<file path="config.mk">
export PLATFORM = sky130hd
export DESIGN_NAME = mm_operand_streamer
export DESIGN_NICKNAME = d
export VERILOG_FILES = /design/src/rtl/mm_operand_streamer.sv
export SDC_FILE = /design/constraint.sdc
export NUM_CORES = 1
export LEC_CHECK = 0
export ABC_CLOCK_PERIOD_IN_PS = 2800
export BUFFER_PORTS_ARGS = -buffer_cell sky130_fd_sc_hd__buf_4
export CORE_MARGIN = 4
export CORE_UTILIZATION = 45
export CTS_CLUSTER_DIAMETER = 50
export DETAILED_ROUTE_END_ITERATION = 10
export GPL_TIMING_DRIVEN = 0
export HOLD_SLACK_MARGIN = 0.12
export PLACE_DENSITY = 0.67
export SYNTH_ARGS = -nofsm -noshare
export SYNTH_HDL_FRONTEND = slang
export SYNTH_SLANG_ARGS = --single-unit
</file>
<file path="constraint.sdc">
create_clock -name clk -period 2.8 [get_ports clk]
set_input_delay 0.28 -clock clk [delete_from_list [all_inputs] [get_ports clk]]
set_output_delay 0.28 -clock clk [all_outputs]
set_load 0.03 [all_outputs]
</file>
<file path="src/rtl/mm_operand_streamer.sv">
// ---------------------------------------------------------------------------
// mm_operand_streamer
//
// Host-side companion to a byte-serial 3x3 matrix multiplier.
// - The host loads two 3x3 operand matrices into an 18-byte buffer:
//   A occupies entries 0-8 and B occupies entries 9-17, both row-major.
// - A go pulse streams the 18 bytes to the multiplier while mm_start is held
//   high.
// - The block then waits for mm_done and captures the nine serial 16-bit
//   results into a result buffer that the host can read.
// - If done never arrives within TIMEOUT_CYCLES, the transfer is abandoned
//   and timeout_err is raised.
//
// Ports:
//   clk, reset   rising-edge clock, synchronous active-high reset
//   ld_we        operand write strobe (honoured only when idle and go low)
//   ld_addr      operand index 0-17; higher indices are dropped
//   ld_data      operand byte
//   go           start-transfer pulse (only honoured when idle)
//   busy         high from the cycle after an accepted go until back in idle
//   mm_start     multiplier start / byte-valid
//   mm_in        multiplier byte input
//   mm_o         multiplier serial result word
//   mm_done      multiplier done, marks the first result word
//   rd_addr      result index 0-8, row-major C
//   rd_data      result[rd_addr] (combinational), 0 for out-of-range index
//   res_valid    result buffer holds a complete, fresh result set
//   timeout_err  the last transfer was aborted on timeout
// ---------------------------------------------------------------------------
module mm_operand_streamer #(
  parameter int DATA_W         = 8,
  parameter int RES_W          = 16,
  parameter int TIMEOUT_CYCLES = 1024
) (
  input  logic              clk,
  input  logic              reset,
  input  logic              ld_we,
  input  logic [4:0]        ld_addr,
  input  logic [DATA_W-1:0] ld_data,
  input  logic              go,
  output logic              busy,
  output logic              mm_start,
  output logic [DATA_W-1:0] mm_in,
  input  logic [RES_W-1:0]  mm_o,
  input  logic              mm_done,
  input  logic [3:0]        rd_addr,
  output logic [RES_W-1:0]  rd_data,
  output logic              res_valid,
  output logic              timeout_err
);

  localparam int NUM_OPS = 18;
  localparam int NUM_RES = 9;
  // The wait counter only needs to reach TIMEOUT_CYCLES-1; the abort happens
  // on the edge that would take it to TIMEOUT_CYCLES.
  localparam int WCNT_W = (TIMEOUT_CYCLES > 1) ? $clog2(TIMEOUT_CYCLES) : 1;
  localparam logic [WCNT_W-1:0] WAIT_LAST = WCNT_W'(TIMEOUT_CYCLES - 1);

  typedef enum logic [1:0] {
    IDLE      = 2'd0,
    STREAM    = 2'd1,
    WAIT_DONE = 2'd2,
    CAPTURE   = 2'd3
  } state_t;

  state_t state, state_nxt;

  logic [DATA_W-1:0] opbuf [NUM_OPS];
  logic [RES_W-1:0]  res   [NUM_RES];

  logic [4:0]        scnt;   // index of the byte currently on mm_in
  logic [WCNT_W-1:0] wcnt;   // cycles spent waiting for done
  logic [3:0]        cidx;   // next result slot to fill

  logic stream_last;
  logic wait_expired;
  logic capture_last;
  logic op_wr;

  assign stream_last  = (scnt == 5'd17);
  assign wait_expired = (wcnt == WAIT_LAST);
  assign capture_last = (cidx == 4'd8);

  // A write that coincides with go is dropped so the snapshot being streamed
  // is exactly what the host had loaded before asking for the transfer.
  assign op_wr = ld_we && !go && (state == IDLE) && (ld_addr < 5'd18);

  assign rd_data = (rd_addr < 4'd9) ? res[rd_addr] : '0;

  always_ff @(posedge clk) begin
    if (reset) begin
      state <= IDLE;
    end else begin
      state <= state_nxt;
    end
  end

  always_comb begin
    state_nxt = state;
    case (state)
      IDLE: begin
        if (go) begin
          state_nxt = STREAM;
        end
      end
      STREAM: begin
        if (stream_last) begin
          state_nxt = WAIT_DONE;
        end
      end
      WAIT_DONE: begin
        // done takes priority over an expiring timer on the same edge
        if (mm_done) begin
          state_nxt = CAPTURE;
        end else if (wait_expired) begin
          state_nxt = IDLE;
        end
      end
      CAPTURE: begin
        if (capture_last) begin
          state_nxt = IDLE;
        end
      end
      default: state_nxt = IDLE;
    endcase
  end

  always_ff @(posedge clk) begin
    if (reset) begin
      busy        <= 1'b0;
      mm_start    <= 1'b0;
      mm_in       <= '0;
      res_valid   <= 1'b0;
      timeout_err <= 1'b0;
      scnt        <= '0;
      wcnt        <= '0;
      cidx        <= '0;
      for (int i = 0; i < NUM_OPS; i++) begin
        opbuf[i] <= '0;
      end
      for (int i = 0; i < NUM_RES; i++) begin
        res[i] <= '0;
      end
    end else begin
      if (op_wr) begin
        opbuf[ld_addr] <= ld_data;
      end

      case (state)
        IDLE: begin
          if (go) begin
            busy        <= 1'b1;
            res_valid   <= 1'b0;
            timeout_err <= 1'b0;
            mm_start    <= 1'b1;
            mm_in       <= opbuf[0];
            scnt        <= '0;
          end
        end

        STREAM: begin
          // mm_in is registered one byte ahead so byte k is on the wire
          // during the k-th cycle of mm_start.
          if (stream_last) begin
            mm_start <= 1'b0;
            mm_in    <= '0;
            wcnt     <= '0;
          end else begin
            scnt  <= scnt + 5'd1;
            mm_in <= opbuf[scnt + 5'd1];
          end
        end

        WAIT_DONE: begin
          if (mm_done) begin
            res[0] <= mm_o;
            cidx   <= 4'd1;
          end else if (wait_expired) begin
            busy        <= 1'b0;
            timeout_err <= 1'b1;
          end else begin
            wcnt <= wcnt + WCNT_W'(1);
          end
        end

        CAPTURE: begin
          // Words 1-8 follow done back to back; done's level is irrelevant.
          res[cidx] <= mm_o;
          cidx      <= cidx + 4'd1;
          if (capture_last) begin
            busy      <= 1'b0;
            res_valid <= 1'b1;
          end
        end

        default: ;
      endcase
    end
  end

endmodule

</file>
Word level (Yosys, flattened, before mapping) --
Memories as Yosys holds them, arrays and structs flattened. Cells that the tools add are included.
Cells by class: add/sub/neg operators 3, order comparisons 2, equal/unequal tests 15, mux-type cells 51, bitwise operators 1, reductions and logical operators 22
Operators with widths (count):
- $mux 16 | 3
- $mux 10 | 3
- $mux 8 | 3
- $mux 1 | 23
- $pmux 10 s2 | 1
- $ne 2x2->1 const B | 8
- $pmux 8 s2 | 1
- $reduce_or 16->1 | 1
- $mux 5 | 3
- $reduce_and 4->1 | 3
- $add 10x1->10 const B | 1
- $eq 10x10->1 const B | 1
- $mux 2 | 5
- $pmux 5 s2 | 1
- $reduce_bool 2->1 | 5
- $reduce_and 3->1 | 3
- $mux 4 | 2
- $pmux 2 s4 | 1
- $pmux 4 s2 | 1
- $reduce_or 8->1 | 1
- $pmux 1 s2 | 3
- $add 5x1->5 const B | 1
- $eq 5x5->1 const B | 1
- $lt 5x5->1 const B | 1
- 14 further kinds | 18
Storage, ports and cells: flip-flop bits (word level) 33, memory bits (writable) 288, input port bits 38, output and inout port bits 28, word-level logic and storage cells 105, memories kept 2
Memories:
- opbuf | depth 18, bits a word 8, read ports 2, clocked after memory_dff 0, write ports 18, line 68 | logic [DATA_W-1:0] opbuf [NUM_OPS];
- res | depth 9, bits a word 16, read ports 1, clocked after memory_dff 0, write ports 9, line 69 | logic [RES_W-1:0] res [NUM_RES];

Longest topological paths before layout --
Gate-level depths: netlist of the first run.
depth after elaboration 9, gate-level depth with buffers 9, mapped depth without buffers 7

Worst setup path after synthesis of the first run --
No wires, ideal clock.
path type register to register, start point register state[0], end point memory res[6][0] (enable), library setup time 411 ps, data arrival time 2180 ps, data required time 2389 ps, setup slack 209 ps, cell stages (with the launch flop) 5, path buffers 0, period minus slack after synthesis 2591 ps, path through dfxtp_1 -> ha_1 -> nor2b_1 -> nand3b_1 -> o21ai_0
RTL lines:
- from (decl) | line 66 | state_t state, state_nxt;
- from (signal assigned) | line 94 | state <= state_nxt;
- to (decl) | line 69

==> flow_summary.yaml, run 1 <==
status:
  run_status: "finished, final reports clean"
route:
  viasPerCell: 5.540
  drtAntennaViolNets: 0
  avgRoutedWirePerCell_um: 20.99
  vias: 12220
  drc: 0
  firstDrtPassIters: 5
  drt_iter0_drc: 1073
  wl_mm: 46.29
timing:
  fmax_mhz: 370.5
  whs_ps: 160.2
  worst_pin_slew_ps: 1262
  slew_headroom_pct: 15.14
  slew_violations: 0
  hold_violations: 0
  min_period_over_period_pct: 96.39
  layout_min_cycle_time_ps: 2699
  clock_skew_ps: 22.84
  finalSetupViolCount: 0
synthesis:
  syn_area_um2: 19240
  yosysTopAreaCellShare_pct: 62.43
  synth_edf_count: 400
  synth_top_area_cell: "edfxtp_1"
  synth_area_leaders: "edfxtp_1, mux4_2, and2_1"
  syn_area_per_cell_um2: 14.00
  synth-main-ff-cell: "edfxtp_1"
  yosysSeqAreaShare_pct: 65.86
  syn_inst: 1374
  synth_most_common_cell: "edfxtp_1"
  synth_commonest_cells: "edfxtp_1, nor2_1, and2_1"
  ys_ff_latch: 433
  synth.distinct_cells: 56
  async_flop_share_pct: 0
  yosysWarnings: 0
setup_path:
  crit_path_end_kind: "flop"
  crit_type: "flop to flop"
  crit_arrival_ps: 2970
  startpoint: "state[0]"
  cp-start-kind: "flop"
  crit_fanout: 9
  crit_required_ps: 3070
  r2r_start: "state[0]"
grt:
  grt.total_usage_pct: 20.02
  grt_max_degree: 17
  antenna_found_initial: 0
  grt_overflow: 0
  grt_pass1_vias: 12260
  grt_pass1_wl_mm: 71.22
die:
  coreArea_um2: 42130
  dieArea_um2: 46130
  rows: 75
  die_y_um: 214.8
  pin_count: 66
  start_util_pct: 45.67
  die_w_um: 214.8
place:
  place_congestion: 0.9065
  port_buffers: 61
  hpwl_mm: 31.60
  dpl_cell_area_um2: 20880
clocking:
  cts_tree: "built"
  clk_pin_slew_worst_paths_ps: 60
  cts_buffers: 48
  clk_latency_ps: 580
  h-tree-depth: 2
  clockRootBuffer: "clkbuf_16"
  cts_buffer_depth: 3
  cts_sinks: 433
cells_and_area:
  final_cell_area_um2: 22760
  fillers: 3492
  fin_util_pct: 54.03
  drive_gt1_share_pct: 18.49
  diodes: 0
  final_nets: 1676
  syn2layout_area_growth_pct: 18.31
flow_run:
  drv_cap: 0
power:
  powerDensity_nw_per_um2: 721.2
  leakage_nw: 8.122
  ir_drop_mv: 0.4808
hold_path:
  hold_path.startpoint: "mm_done"
  holdCritPathClass: "input pin to flop"
-- registers in the layout, summed over array words and instances (netlist names), 2 cells and up --
register,count
opbuf,256
res,144
wcnt,10
mm_in,8
scnt,5
cidx,4
state,2
-- stage by stage --
stage | TNS [ps] | setup WS (ps) | instances | total power [mW]
detailed placement | -60930 | -574.2 | 2090 | 10.48
global route | -0.002442 | -0.002442 | 2205 | 17.02
CTS | 0 | 12.02 | 2201 | 16.52
global placement | -110250 | -816.2 | 2085 | 10.42
floorplan | 0 | 208.9 | 1485 | 9.464
finish | 0 | 101.2 | 2205 | 16.42
-- worst paths after layout --
path                 end  slack (ps)  cells after the start
max          opbuf[1][1]         100                      8
max reg2reg  opbuf[1][1]         100                      8
min             state[0]         160                      3
min reg2reg      wcnt[8]         490                      2
-- what timing repair did --
| action | in CTS | in global routing |
|---|---|---|
| endpoints found under the setup margin | 270 | 208 |
| resized for setup | 36 | 26 |
| hold buffers | 18 | 0 |
| endpoints found under the hold margin | 148 | 0 |
| setup buffers | 5 | 3 |
| cloned | 0 | 1 |
| pin swaps | 2 | 1 |
-- layer usage --
layer	global-route usage, %	share of wire, %	up-vias
met3	3.686	7.9	75
met2	32.29	48	496
met1	27.54	41	6107
met5	0	0	-
li1	-	-	5538
met4	7.110	3.0	0
-- critical path: stages, from the launching register on --
cell and delay (ps):
dfxtp_1 340, inv_1 140, ha_2 290, nor2b_4 340, and4b_1 230, a21oi_1 80, or3b_2 450, clkbuf_1 270
nand2_4 240
-- kinds of logic (layout without fill, tap and decap cells) --
group           after synthesis  count (layout)  synth area share [%]
compound gates              167             167                 5.534
xor+xnor                      6               6                0.3122
fa+ha+maj                    10              10                0.6503
buf+inv                     120             301                 2.471
flops                       433             433                 65.86
mux                         113             113                 11.24
other cells                   1             112               0.01949
simple gates                524             524                 13.91
-- power by group --
group	switching [mW]	internal (mW)	leakage, nW
Clock	2.56	3.44	0.720
Combinational	1.73	1.13	3.00
Sequential	0.146	7.40	4.40
Total	4.43	12.0	8.12
-- layout by cell type, fill, tap and decap left out, types with 8 or more instances in the layout --
| cell type | instances |
|---|---|
| a21oi_1 | 60 |
| a32o_1 | 14 |
| and2_1 | 148 |
| buf_2 | 15 |
| buf_4 | 72 |
| clkbuf_1 | 62 |
| clkbuf_16 | 48 |
| clkbuf_2 | 8 |
| clkinv_1 | 16 |
| conb_1 | 112 |
| dfxtp_1 | 33 |
| dlygate4sd3_1 | 18 |
| edfxtp_1 | 400 |
| ha_1 | 9 |
| inv_1 | 28 |
| mux2_2 | 15 |
| mux2i_1 | 17 |
| mux4_2 | 81 |
| nand2_1 | 77 |
| nand2_2 | 10 |
| nand2b_1 | 37 |
| nand3_1 | 14 |
| nor2_1 | 167 |
| nor3_1 | 8 |
| nor3b_1 | 10 |
| o21ai_0 | 14 |
| o22ai_1 | 33 |
| o32ai_1 | 8 |
-- area by class of cell --
type / count / area (um^2) / share of cell area (%)
Buffer: 86 / 381.6 / 1.676
Clock buffer: 58 / 1239 / 5.442
Clock inverter: 30 / 249.0 / 1.094
Inverter: 34 / 146.4 / 0.6431
Multi-Input combinational cell: 932 / 6630 / 29.13
Sequential cell: 433 / 12670 / 55.67
Tap cell: 539 / 674.4 / 2.963
Timing Repair Buffer: 92 / 765.7 / 3.364
Timing Repair inverter: 1 / 5.005 / 0.02199
Power figures use the tool's default switching activity.
==> run 2: changes to the inputs <==
--- a/config.mk
+++ b/config.mk
@@ -5,6 +5,7 @@
 export SDC_FILE = /design/constraint.sdc
 export NUM_CORES = 1
 export LEC_CHECK = 0
+export ABC_AREA = 1
 export ABC_CLOCK_PERIOD_IN_PS = 2800
 export BUFFER_PORTS_ARGS = -buffer_cell sky130_fd_sc_hd__buf_4
 export CORE_MARGIN = 4
==> flow_summary.yaml, run 2 <==
timing:
  slew_headroom_pct: 5.883
  layout_min_cycle_time_ps: 2837
  rsz0062_at_grt: "yes"
  finalSetupViolCount: 1
  clock_skew_ps: 27.74
  slew_violations: 0
  fmax_mhz: 352.4
  min_period_over_period_pct: 101.3
  layout_setup_ws_ps: -37.47
  worst_pin_slew_ps: 1412
  hold_violations: 0
synthesis:
  ys_ff_latch: 448
  syn_inst: 2016
  synth_area_leaders: "edfxtp_1, nand2_1, nor2_1"
  yosysWarnings: 0
  synth.distinct_cells: 40
  synth_commonest_cells: "nand2_1, nor2_1, edfxtp_1"
  yosysSeqAreaShare_pct: 65.62
  syn_area_um2: 20000
  async_flop_share_pct: 0
  synth-main-ff-cell: "edfxtp_1"
  synth_most_common_cell: "nand2_1"
  syn_area_per_cell_um2: 9.919
  synth_top_area_cell: "edfxtp_1"
  synth_edf_count: 415
  yosysTopAreaCellShare_pct: 62.32
route:
  top_layer: "met4"
  route.met2.wl_mm: 27.37
  met3_length_mm: 4.064
  drc: 0
  avgRoutedWirePerCell_um: 19.20
  met1Wirelength_mm: 22.15
  firstDrtPassIters: 6
  wl_mm: 55.52
  viasPerCell: 5.274
  drt_iter0_drc: 1501
  drtAntennaViolNets: 0
  vias: 15250
power:
  clockPowerShare_pct: 35.0
  p_int_mw: 12.31
  sequentialPowerShare_pct: 43.6
  switchingPower_mw: 5.640
  leakage_nw: 9.317
  finalPower_mw: 17.95
  p_sw_share_pct: 31.43
  power_frac_comb_pct: 21.4
  ir_drop_mv: 0.5089
  powerDensity_nw_per_um2: 757.0
die:
  die_y_um: 218.8
  die_w_um: 218.8
  rows: 76
  coreArea_um2: 43460
  dieArea_um2: 47870
  pin_count: 66
  start_util_pct: 46.02
setup_path:
  crit_fanout: 10
  crit_type: "flop to flop"
  crit_path_end_kind: "flop"
  crit_arrival_ps: 3300
  cp-start-kind: "flop"
  crit_required_ps: 3260
cells_and_area:
  largest_register_ffs: 256
  final_cell_area_um2: 23710
  reg_top3: "opbuf x256, res x159, wcnt x10"
  drive_gt1_share_pct: 10.92
  final_nets: 2319
  diodes: 0
  top_register: "opbuf"
  syn2layout_area_growth_pct: 18.56
  layout_common_cells: "nand2_1, nor2_1, edfxtp_1, nand3_1, o21ai_0"
  final_common_cell: "nand2_1"
place:
  port_buffers: 64
  dpl_cell_area_um2: 21630
  hpwl_mm: 38.87
  place_congestion: 0.9733
clocking:
  cts_tree: "built"
  clk_pin_slew_worst_paths_ps: 60
  clockRootBuffer: "clkbuf_16"
  cts_buffer_depth: 3
  h-tree-depth: 2
  cts_buffers: 50
  clk_latency_ps: 600
  cts_sinks: 448
hold_path:
  holdCritPathClass: "input pin to flop"
flow_run:
  drv_cap: 0
grt:
  grt_pass1_wl_mm: 83.69
  grt_overflow: 0
  grt.total_usage_pct: 22.85
  antenna_found_initial: 0
  grt_pass1_vias: 14660
  grt_max_degree: 17
status:
  run_status: "finished, violations left"
  violations: "negative setup slack"
[run 2: cell count changes in the layout (fill, tap and decap cells not counted), sizes merged, moves of 16 or more]
| cell | change |
|---|---|
| and2 | -148 |
| o21ai | +96 |
| o221ai | +16 |
| mux4 | -81 |
| inv | +84 |
| nand2b | -37 |
| nand2 | +380 |
| nand3 | +154 |
| a21oi | -25 |
| clkbuf | +20 |
| nor2 | +255 |
[run 2: worst max-delay path: stages (launching register included)]
cell and delay [ps]:
dfxtp_1 420, ha_1 320, xnor2_1 600, clkbuf_1 580, nand3_1 240, nand3_1 140
nand3_1 180, nand3_1 170, a21oi_1 70
[run 2: power by group through the flow]
stage | Clock, mW | Combinational [mW] | Sequential (mW)
floorplan | 0 | 2.19 | 8.03
global placement | 0 | 3.64 | 7.95
detailed placement | 0 | 3.68 | 7.96
CTS | 6.37 | 3.75 | 7.82
global route | 6.67 | 4.15 | 7.85
finish | 6.28 | 3.84 | 7.83
[run 2: layout make-up]
class	count	area, um^2
Tap cell	585	732.0
Inverter	140	548.0
Timing Repair Buffer	92	750.7
Multi-Input combinational cell	1436	6559
Clock inverter	25	219.0
Buffer	103	445.4
Sequential cell	448	13120
Fill cell	3851	19750
Clock buffer	63	1331
[run 2: per-layer routing]
metal	up-vias	track usage, %
met1	7271	29.02
met3	119	3.462
li1	7200	-
met2	662	39.86
met5	-	0
met4	0	8.279
[run 2: timing repair]
action                                 CTS  global route
endpoints found under the hold margin   21             0
gates resized for setup                 56            30
setup endpoints to repair              444           354
buffers inserted                         4             5
hold buffers                            19             0
pin swaps                                1             3
[run 2: worst paths after layout]
path | to | cells after the start | start | slack, ps
max | mm_in[4] | 8 | scnt[0] | -40
min | opbuf[2][3] | 3 | ld_data[3] | 200
min reg2reg | busy | 2 | busy | 470
max reg2reg | mm_in[4] | 8 | scnt[0] | -40
[run 2: through the flow]
step | cells | setup WS, ps | hold WS [ps] | utilization [%] | TNS, ps
2_1_floorplan | 2127 | 552.0 | 378.9 | - | 0
3_3_place_gp | 2776 | -596.8 | 460.4 | 49.76 | -85370
3_5_place_dp | 2776 | -607.8 | 459.5 | 49.76 | -102110
4_1_cts | 2887 | -14.65 | 162.9 | 54.23 | -333.2
5_1_grt | 2892 | -86.72 | 192.0 | 54.55 | -1866
6_report | 2892 | -37.47 | 203.7 | 54.55 | -37.47
[run 2: cells by family (layout without fill, tap and decap cells)]
family	count (synthesis)	after routing	synth area share (%)
fa+ha+maj	10	10	0.6257
simple gates	1081	1081	21.92
compound gates	208	208	5.907
flops	448	448	65.62
xor+xnor	10	10	0.4380
mux	15	15	0.7508
buf+inv	243	423	4.712
other cells	1	112	0.01875
